### config.mk
export PLATFORM = sky130hd
export DESIGN_NAME = mem_responder
export DESIGN_NICKNAME = d
export VERILOG_FILES = /design/src/rtl/mem_map_pkg.sv /design/src/rtl/mem_bytefifo.sv /design/src/rtl/mem_responder.sv
export SDC_FILE = /design/constraint.sdc
export NUM_CORES = 1
export LEC_CHECK = 0
export BUFFER_PORTS_ARGS = -buffer_cell sky130_fd_sc_hd__buf_4
export CORE_ASPECT_RATIO = 1.75
export CORE_MARGIN = 10
export CORE_UTILIZATION = 50
export CTS_CLUSTER_DIAMETER = 60
export DETAILED_ROUTE_END_ITERATION = 10
export GPL_TIMING_DRIVEN = 0
export PLACE_DENSITY = 0.77
export RECOVER_POWER = 25
export SETUP_SLACK_MARGIN = 0.5
export SYNTH_ARGS = -nofsm -noshare
export SYNTH_HDL_FRONTEND = slang
export SYNTH_SLANG_ARGS = --single-unit
### constraint.sdc
create_clock -name clock -period 5.39 [get_ports clock]
set_input_delay 1.617 -clock clock [delete_from_list [all_inputs] [get_ports clock]]
set_output_delay 1.617 -clock clock [all_outputs]
set_load 0.01 [all_outputs]
### src/rtl/mem_map_pkg.sv
// Shared memory-map definitions for the core-side responder and the display controller.
`timescale 1ns/1ps
package mem_map_pkg;

    localparam int ADDR_W  = 20;   // core byte address width
    localparam int DATA_W  = 8;    // core data width
    localparam int VOFF_W  = 12;   // offset within a 4 KB region
    localparam int VQ_W    = VOFF_W + DATA_W;  // one video FIFO entry: {offset, byte}

    localparam int               DEF_RAM_BITS = 16;
    localparam logic [ADDR_W-1:0] DEF_ROM_BASE = 20'hFF000;
    localparam logic [ADDR_W-1:0] DEF_VID_BASE = 20'hB8000;
    localparam int               DEF_VQ_DEPTH = 8;

    typedef enum logic [1:0] {
        NONE = 2'd0,
        RAM  = 2'd1,
        ROM  = 2'd2,
        VID  = 2'd3
    } region_t;

endpackage

### src/rtl/mem_bytefifo.sv
// Synchronous FIFO with an occupancy counter; the head is presented from storage
// without a read stage, so it is valid the cycle after the first push.
`timescale 1ns/1ps
module mem_bytefifo #(
    parameter int WIDTH = 20,
    parameter int DEPTH = 8
) (
    input  logic                     clock,
    input  logic                     reset,
    input  logic                     push,
    input  logic [WIDTH-1:0]         wdata,
    input  logic                     pop,
    output logic [WIDTH-1:0]         rdata,
    output logic                     full,
    output logic                     empty,
    output logic [$clog2(DEPTH):0]   count
);

    localparam int AW = $clog2(DEPTH);
    localparam int CW = AW + 1;

    logic [WIDTH-1:0] mem [DEPTH];
    logic [AW-1:0]    wr_ptr;
    logic [AW-1:0]    rd_ptr;
    logic             do_push;
    logic             do_pop;

    assign full    = (count == CW'(DEPTH));
    assign empty   = (count == '0);
    // A full FIFO still takes a push when the head leaves in the same cycle.
    assign do_pop  = pop & ~empty;
    assign do_push = push & (~full | do_pop);
    assign rdata   = mem[rd_ptr];

    // Entry storage, written at the tail.
    // NOTE: storage has no reset; the pointers and count alone define which entries are live.
    always_ff @(posedge clock) begin
        if (do_push) begin
            mem[wr_ptr] <= wdata;
        end
    end

    // Pointer and occupancy update; pointers wrap naturally since DEPTH is a power of two.
    // NOTE: sequential state uses non-blocking assignments so every register samples pre-edge values.
    always_ff @(posedge clock) begin
        if (reset) begin
            wr_ptr <= '0;
            rd_ptr <= '0;
            count  <= '0;
        end else begin
            if (do_push) wr_ptr <= wr_ptr + 1'b1;
            if (do_pop)  rd_ptr <= rd_ptr + 1'b1;
            case ({do_push, do_pop})
                2'b10:   count <= count + 1'b1;
                2'b01:   count <= count - 1'b1;
                default: count <= count;
            endcase
        end
    end

endmodule

### src/rtl/mem_responder.sv
// Core-side memory responder: decodes each byte access into RAM, ROM or video
// memory, returns read data with a fixed one-cycle latency and forwards video
// writes to the display controller through a small FIFO.
`timescale 1ns/1ps
module mem_responder
    import mem_map_pkg::*;
#(
    parameter int                 RAM_BITS = DEF_RAM_BITS,
    parameter logic [ADDR_W-1:0]  ROM_BASE = DEF_ROM_BASE,
    parameter logic [ADDR_W-1:0]  VID_BASE = DEF_VID_BASE,
    parameter int                 VQ_DEPTH = DEF_VQ_DEPTH
) (
    input  logic                 clock,
    input  logic                 reset,
    input  logic [ADDR_W-1:0]    address,
    input  logic [DATA_W-1:0]    din,
    input  logic                 wren,
    output logic [DATA_W-1:0]    data,
    output logic [RAM_BITS-1:0]  ram_addr,
    output logic [DATA_W-1:0]    ram_wdata,
    output logic                 ram_we,
    input  logic [DATA_W-1:0]    ram_rdata,
    output logic [VOFF_W-1:0]    rom_addr,
    input  logic [DATA_W-1:0]    rom_rdata,
    output logic [VOFF_W-1:0]    vid_addr,
    output logic                 vid_we,
    input  logic [DATA_W-1:0]    vid_rdata,
    output logic                 vq_valid,
    input  logic                 vq_ready,
    output logic [VOFF_W-1:0]    vq_addr,
    output logic [DATA_W-1:0]    vq_data,
    output logic                 rom_wr_err,
    output logic                 vq_overflow
);

    localparam int VQ_CW = $clog2(VQ_DEPTH) + 1;

    region_t           region;
    region_t           region_q;
    logic              vq_push;
    logic              vq_pop;
    logic              vq_full;
    logic              vq_empty;
    logic [VQ_CW-1:0]  vq_count;
    logic [VQ_W-1:0]   vq_head;

    // Region decode; video wins over RAM where the two windows overlap.
    // NOTE: the default assignment up front keeps this combinational block latch-free.
    always_comb begin
        region = NONE;
        if (address[ADDR_W-1:VOFF_W] == VID_BASE[ADDR_W-1:VOFF_W]) begin
            region = VID;
        end else if ((address >> RAM_BITS) == '0) begin
            region = RAM;
        end else if (address >= ROM_BASE) begin
            region = ROM;
        end
    end

    assign ram_addr  = address[RAM_BITS-1:0];
    assign ram_wdata = din;
    assign ram_we    = wren & (region == RAM);
    assign rom_addr  = address[VOFF_W-1:0];
    assign vid_addr  = address[VOFF_W-1:0];
    assign vid_we    = wren & (region == VID);

    assign vq_push   = vid_we;
    assign vq_valid  = ~vq_empty;
    assign vq_pop    = vq_ready & (vq_count != '0);
    assign vq_addr   = vq_head[VQ_W-1:DATA_W];
    assign vq_data   = vq_head[DATA_W-1:0];

    mem_bytefifo #(
        .WIDTH (VQ_W),
        .DEPTH (VQ_DEPTH)
    ) u_vq (
        .clock (clock),
        .reset (reset),
        .push  (vq_push),
        .wdata ({address[VOFF_W-1:0], din}),
        .pop   (vq_pop),
        .rdata (vq_head),
        .full  (vq_full),
        .empty (vq_empty),
        .count (vq_count)
    );

    // Remember which region each access targeted so the read mux matches the 1-cycle memories.
    always_ff @(posedge clock) begin
        if (reset) region_q <= NONE;
        else       region_q <= region;
    end

    // Sticky error flags, cleared only by reset.
    always_ff @(posedge clock) begin
        if (reset) begin
            rom_wr_err  <= 1'b0;
            vq_overflow <= 1'b0;
        end else begin
            if (wren && region == ROM)        rom_wr_err  <= 1'b1;
            if (vq_push && vq_full && !vq_pop) vq_overflow <= 1'b1;
        end
    end

    // Read-data mux; unmapped space reads as all ones.
    always_comb begin
        unique case (region_q)
            RAM:     data = ram_rdata;
            ROM:     data = rom_rdata;
            VID:     data = vid_rdata;
            default: data = 8'hFF;
        endcase
    end

endmodule

==> reports/results.txt, run 1 <==
Worst path arrival time: 2.50 ns. The leading cell type in the layout, fill and taps excluded is sky130_fd_sc_hd__buf_4. The final critical path takes up 76.41% of the cycle. The worst path buffer plus inverter count is 2, and the final count of pins violating max slew is 0. The setup path with the least slack is of type input pin to output pin. The worst voltage drop across the vdd grid was 0.2089 mV; the effective utilization at floorplan was 51.01%. After synthesis, the largest family of logic cells by area is multiplexers. After synthesis the cells add up to 7367 um^2.

The clock tree root buffer cell is sky130_fd_sc_hd__clkbuf_16. The proportion of synthesized area in mux cells came out at 16.80%. Combinational cells account for 4.5% of the total power. The die is 111.8 um wide.

Cell family contributing the most delay on the critical path: simple AND/OR/NAND/NOR gates. Across all setup checks in the final design, the least slack found is 1.271 ns. The number of remaining DRC errors was 0; the total count of hold-check failures in the final report was 0. In the post-synthesis netlist, the biggest area contributors are sky130_fd_sc_hd__edfxtp_1 (65%), sky130_fd_sc_hd__mux4_2 (12%), sky130_fd_sc_hd__buf_4 (4.9%). The shortest period the worst path allows was 4.119 ns; the standard cell core area was 14440 um^2. Power dissipated by switching net loads: 0.5426 mW. Compound-cell area share of the yosys netlist: 1.817%. Leaving out fill and tap cells, the most frequent cells in the layout are sky130_fd_sc_hd__buf_4 (167), sky130_fd_sc_hd__edfxtp_1 (160), sky130_fd_sc_hd__mux4_2 (40), sky130_fd_sc_hd__clkbuf_1 (30), sky130_fd_sc_hd__nor2_1 (22). Setup repair after global routing left no endpoint under its margin. Counting the buffers created by CTS gives 17. The highest attainable clock frequency was 242.8 MHz; the critical-path maximum fanout was 4.

For this run, the number of standard cells in the final layout without fillers is 761. The end-of-flow core utilization was 64.42%. The tools report the number of setup violations in the final report as 0. Registers are responsible for 54.0% of the overall power. Unique cell type count in the Yosys netlist: 34.

The via count of the first global-routing pass was 4602; the flip-flop and latch count after synthesis was 177. The tools report the global-route wire length before repair as 25.25 mm. Flip-flop cell with the highest count after synthesis: sky130_fd_sc_hd__edfxtp_1. Measured along the y axis, the die boundary spans 180.6 um. The largest net degree at the start of global routing is 17. The number of nets handed over by synthesis was 464. The total power consumption of the routed design is 2.766 mW, and the total number of placement rows is 58.

The tools report the total number of vias as 4100. Violation count after the first detailed-routing iteration: 230. STA classifies the critical path startpoint as an input pin. In this run the deepest clock path goes through 2 buffers. The critical path runs through a total of 4 cells.

The placed instance area was 8798 um^2. The synthesized design spends more area on one cell type than any other, namely sky130_fd_sc_hd__edfxtp_1. The number of max-cap violations is 0, and the final non-filler cell area is 9303 um^2. Normalized max-slew margin: 47.33%. The count of cells along the worst register-to-register path is 11, and the quantity of gates resized following cts is 0. The tools report the top-level I/O count as 137.

The area added between synthesis and finish was 26.27%. The actual transition at the worst max-transition pin is 0.7901 ns. TritonCTS built the clock tree.

The initial antenna violation count is 0, and the area share of the largest cell type after synthesis is 65.22%. The simple-gate share of the synthesized area is 4.042%, and the count of antenna-violating nets left after detailed routing is 0. The warning count from the yosys run was 0.

At the later pin of the worst-skew pair, clock insertion delay measures 0.42 ns. Summed over all failing endpoints, the final setup total negative slack is 0 ns. Dividing the detail-routed via count by the number of cells gives 5.388.

Traced cell by cell, the critical path runs through buf_4 -> nor4_4 -> and3_1 -> buf_4. Data on the critical path is required at its endpoint by 3.77 ns. The xor-xnor portion of the synthesized cell area came out at 0.7133%.

The total overflow reported by the global router is 0. The tree built by TritonCTS fans out to 177 sinks. The run finished with clean final reports. The number of flops mapped to enable cells by yosys was 160. The iteration count of the initial detailed-routing pass was 4.

The clock-pin transition on the worst setup and hold timing paths is 0.06 ns, and the post-synthesis async set-or-reset flop share is 0%. The post-CTS setup-driven buffer insertion count is 0. Summed over all cells, the static leakage comes to 3.308 nW.

By instance count, the cell type seen most on the critical path is sky130_fd_sc_hd__buf_4. In this run the number of H-tree levels came out at 4. The die covers 20180 um^2.

After technology mapping, the gate count stands at 403. Cell internal power was estimated by the tool at 2.223 mW. Global routing used 16.24% of the available tracks. On the critical path, the stage with the largest delay is an instance of sky130_fd_sc_hd__nor4_4.

The delay of the slowest critical-path stage is 0.38 ns, and the cts-stage hold buffer count is 0. The routed wire length per instance works out to 21.53 um. The fraction of layout cells with a size suffix above 1 came out at 49.05%.

The mean post-synth cell area works out to 18.28 um^2. The estimated wirelength of the detail-placed design was 11.62 mm; the cell count of the worst hold path was 2. In this run the worst hold path is classified as register to register. The clock arrives with 0.006882 ns of skew. Input and output buffers added on the ports amount to 136. At the placement stage, the worst setup path has a slack of 1.263 ns.

The number of nets in the final layout came out at 629. Number of antenna repair diodes: 0. The aggregate routed wire length is 16.39 mm, and the register area share after synthesis is 69.84%. Of the total synthesized cell area, the portion taken by full adders, half adders and majority gates is 0.8492%. The share of total power dissipated in the clock network is 41.4%.

In this run switching power makes up 19.62% of total power. Dividing total power by cell area gives a power density of 297.3 nW/um^2. The number of placed instances with taps included came out at 729. The tools report the kind of end point of the critical path as an output pin. At the end of routability-driven placement, the weighted congestion stood at 0.7107. For the worst hold slack after final layout, the log shows 0.4950 ns.
[layout make-up]
type                    count  area, um^2
repair buffers            146        1117
well taps                 180       225.2
clock inverters            10       71.32
fillers                  1030        5139
clock buffers              22       496.7
plain buffers              64       426.7
multi-input cells         159        1809
flip-flops and latches    177        5145
inverters                   3       11.26
[worst paths after layout]
kind | from | to | slack [ns]
worst max-delay path | address[13] | vid_we | 1.27
worst min-delay path | u_vq.rd_ptr[1] | u_vq.rd_ptr[1] | 0.49
worst max register to register | u_vq.count[1] | u_vq.count[2] | 2.82
worst min register to register | u_vq.rd_ptr[1] | u_vq.rd_ptr[1] | 0.49
[routing by layer]
layer	global-route usage (%)	part of all wire (%)	vias to the layer above
met3	5.867	6.9	25
met2	30.39	57	143
met4	5.318	2.1	0
met5	0	0	-
met1	15.84	34	2069
li1	-	-	1863
[logic make-up after synthesis]
group	after synthesis
compound gates	21
xor+xnor	6
fa+ha+maj	5
buf+inv	67
flops	177
mux	71
simple gates	56
[power by group through the flow]
stage / registers [mW] / logic (mW) / clock network (mW)
final: 1.49 / 0.125 / 1.15
after global routing: 1.49 / 0.137 / 1.21
after CTS: 1.49 / 0.134 / 1.16
after detailed placement: 1.52 / 0.133 / 0
after global placement: 1.52 / 0.129 / 0
after floorplan: 1.52 / 0.0462 / 0
[sequential cells by signal, indices dropped and copies added (netlist names), named ones only]
name and cells:
u_vq.wr_ptr 3, u_vq.count 4, u_vq.rd_ptr 3, region_q 2, rom_wr_err 1, u_vq.mem 160
vq_overflow 1
[cell usage after synthesis, drive strengths merged (2+ instances only)]
library cell,instances
edfxtp,160
buf,52
mux4,40
nor2,28
mux2,21
dfxtp,17
a21oi,14
clkbuf,12
mux2i,10
nand2b,6
xor2,6
ha,5
nand2,4
inv,3
o21ai,3
or3,3
and4,2
nand3,2
nor3,2
nor3b,2
nor4,2
[worst register-to-register path, cell delays in order, from the launching register on]
cell	delay, ns
sky130_fd_sc_hd__dfxtp_1	0.29
sky130_fd_sc_hd__clkbuf_2	0.16
sky130_fd_sc_hd__or4_4	0.56
sky130_fd_sc_hd__nand2_1	0.14
sky130_fd_sc_hd__inv_1	0.07
sky130_fd_sc_hd__ha_1	0.26
sky130_fd_sc_hd__xor2_1	0.17
sky130_fd_sc_hd__ha_1	0.18
sky130_fd_sc_hd__a21oi_1	0.15
sky130_fd_sc_hd__xor2_1	0.09
sky130_fd_sc_hd__or3_1	0.30
sky130_fd_sc_hd__a21oi_1	0.14
Power figures use the tool's default switching activity.
==> inputs of run 2 (changes only) <==
==> constraint.sdc (replaced) <==
create_clock -name clock -period 4.31 [get_ports clock]
set_input_delay 1.293 -clock clock [delete_from_list [all_inputs] [get_ports clock]]
set_output_delay 1.293 -clock clock [all_outputs]
set_load 0.01 [all_outputs]
==> run 2 against run 1 <==
  * Die area unchanged
  * First-iteration DRC count decreased by 1.7%
  * Combinational power increased by 26%
  * Count of clock-buffer cells in the layout decreased by 2
  * Final cell count decreased by 0.26%
  * Design area increased by 1.2%
  * Total power increased by 28%
  * Core utilization increased by 0.78 points
  * Highest routed layer unchanged
==> reports/results.txt, run 2 (same netlist as run 1, synthesis figures left out) <==
The run finished with clean final reports. The tools report the effective utilization at floorplan as 51.01% (unchanged). For the number of remaining DRC errors, the log shows 0 (unchanged).

Kind of critical path: register to output pin (was input pin to output pin). The total number of vias is 4085 (was 4100). Number of levels in the clock H-tree: 4 (unchanged). The estimated wirelength of the detail-placed design was 11.35 mm (was 11.62 mm). The end-of-flow core utilization is 65.20% (was 64.42%).

The standard cell core area is 14440 um^2 (unchanged), and the placed instance area is 8871 um^2 (was 8798 um^2). The total overflow reported by the global router was 0 (unchanged); the largest clock skew in the final design was 0.01045 ns (was 0.006882 ns). The path type of the worst min-delay path was register to register (unchanged).

Setup repair after global routing left no endpoint under its margin. The register area was 5145 um^2 (unchanged). Derived from the worst setup path, the maximum achievable clock frequency is 274.8 MHz. Regs by FF count: u_vq.mem x160, u_vq.count x4 (unchanged). Clock-pin transition on the worst setup and hold timing paths: 0.07 ns (was 0.06 ns).

Leading cell types in the layout, fill and taps excluded: sky130_fd_sc_hd__buf_4 (167), sky130_fd_sc_hd__edfxtp_1 (160), sky130_fd_sc_hd__mux4_2 (40), sky130_fd_sc_hd__clkbuf_1 (28), sky130_fd_sc_hd__nor2_1 (22) (was sky130_fd_sc_hd__buf_4 (167), sky130_fd_sc_hd__edfxtp_1 (160), sky130_fd_sc_hd__mux4_2 (40), sky130_fd_sc_hd__clkbuf_1 (30), sky130_fd_sc_hd__nor2_1 (22)). The area added between synthesis and finish was 27.80% (was 26.27%); the cts-stage hold buffer count was 0 (unchanged). The tools report the clock tree root buffer cell as sky130_fd_sc_hd__clkbuf_16 (unchanged). TritonCTS built the clock tree.

The tools report the total clock buffers created by CTS as 17 (unchanged). The total clock sinks is 177 (unchanged). The areal power density over the cells was 377.3 nW/um^2 (was 297.3 nW/um^2). The number of nets in the final layout was 627 (was 629). The die outline width works out to 111.8 um (unchanged). The actual transition at the worst max-transition pin is 0.7831 ns (was 0.7901 ns). The maximum buffer depth of the clock tree was 2 (unchanged). The logs give 1822 um^2 (was 1809 um^2) for the multi-input combinational cell area and 4 (unchanged) for the iteration count of the initial detailed-routing pass.

For the placer congestion estimate, the log shows 0.7507 (was 0.7107). The leading cell type in the layout, fill and taps excluded is sky130_fd_sc_hd__buf_4 (unchanged). The total number of placement rows is 58 (unchanged), and the worst path arrival time is 2.35 ns (was 2.50 ns). The tools report the total routing resource utilization after global routing as 16.28% (was 16.24%). The aggregate routed wire length was 16.41 mm (was 16.39 mm). The final non-filler cell area is 9415 um^2 (was 9303 um^2). The number of antenna repair diodes is 0 (unchanged). The vias per cell works out to 5.382 (was 5.388). The run gives 0.3025 mV (was 0.2089 mV) as the worst voltage drop across the vdd grid.

The clock period could shrink to 3.640 ns. For the worst-case register-to-register setup slack, the log shows 1.63 ns (was 2.82 ns). The final count of pins violating max slew is 0 (unchanged), and the period utilization is 84.45%.

The flip-flop count of the largest register after layout was 160 (unchanged). The logs give 0 (unchanged) for the quantity of gates resized following cts and 18 (was 17) for the largest net degree at the start of global routing. The number of setup violations in the final report was 0 (unchanged); the routed wire length per instance was 21.62 um (was 21.53 um).

The fraction of layout cells with a size suffix above 1 is 49.22% (was 49.05%), and the latest clock arrival within the worst-skew pair is 0.43 ns (was 0.42 ns). Largest register by flop count: u_vq.mem (unchanged). The initial antenna violation count came out at 0 (unchanged). The via count of the first global-routing pass is 4589 (was 4602), and the number of max-cap violations is 0 (unchanged). Post-CTS setup-driven buffer insertion count: 0 (unchanged). The element type at the critical path start was a register (was an input pin). The die height was 180.6 um (unchanged); the normalized max-slew margin was 47.79% (was 47.33%).

The die outline area was 20180 um^2 (unchanged); the violation count after the first detailed-routing iteration was 226 (was 230). The logs give 3.02 ns (was 3.77 ns) for the required time of the critical path and 137 (unchanged) for the top-level I/O count. The run gives 986 (was 1030) as the filler cell count. The count of antenna-violating nets left after detailed routing is 0 (unchanged), and the critical-path maximum fanout is 10 (was 4). The total count of hold-check failures in the final report is 0 (unchanged). Global-route wire length before repair: 25.32 mm (was 25.25 mm).

Total of buffers placed on input and output ports: 136 (unchanged). The kind of end point of the critical path is an output pin (unchanged). The tools report the leakage power of the design as 3.329 nW (was 3.308 nW).
-- run 2: changes by cell type in the layout (fill, tap and decap cells not counted), sizes merged --
cell / change
buf: -2
clkbuf: -2
clkinv: -1
inv: +3
-- run 2: critical path, cell delays in order, from the launching register on --
cell and delay (ns):
sky130_fd_sc_hd__dfxtp_1 0.30, sky130_fd_sc_hd__clkbuf_1 0.17, sky130_fd_sc_hd__buf_2 0.40, sky130_fd_sc_hd__mux4_2 0.59, sky130_fd_sc_hd__mux2_2 0.30, sky130_fd_sc_hd__buf_4 0.15
-- run 2: routing by layer --
layer  share of wire [%]  up-vias  track usage [%]  routed length (um)
li1                    -     1856                -                   -
met5                   0        -                0                   0
met2                  57      162            30.30                9289
met4                 1.6        0            5.266                 267
met3                 6.5       22            5.800                1059
met1                  35     2045            16.13                5795
-- run 2: path summary, 6_finish.rpt --
kind / start / to / depth (start not counted)
setup / recovery: register / vq_data[4] / 5
hold / removal: vq_overflow / vq_overflow / 2
hold reg to reg: vq_overflow / vq_overflow / 2
setup reg to reg: u_vq.count[1] / u_vq.count[2] / 11
-- run 2: report_power, final --
part	internal [mW]	switching (mW)	total (mW)
clock network	0.863	0.665	1.53
logic	0.0871	0.0702	0.157
registers	1.87	0.000297	1.87
total	2.82	0.735	3.55
-- run 2: cell type report --
class                      instances  area share [%]
inverter                           3          0.1196
sequential                       177           54.64
buffer                            64           4.532
timing repair buffer             144           12.50
clock buffer                      20           5.316
tap                              180           2.392
clock inverter                    12           1.143
multi-input combinational        159           19.35
-- run 2: stage by stage --
stage | std cells | hold WS (ns) | power, mW | TNS (ns) | worst slack [ns]
final | 759 | 0.4881 | 3.553 | 0 | 0.6704
after global routing | 759 | 0.5115 | 3.649 | 0 | 0.5402
after CTS | 759 | 0.4885 | 3.587 | 0 | 0.6181
after detailed placement | 727 | 0.4691 | 2.072 | 0 | 0.7363
after global placement | 719 | 0.4530 | 2.066 | -14.17 | -0.1534
after floorplan | 403 | 0.4467 | 1.964 | 0 | 0.8617
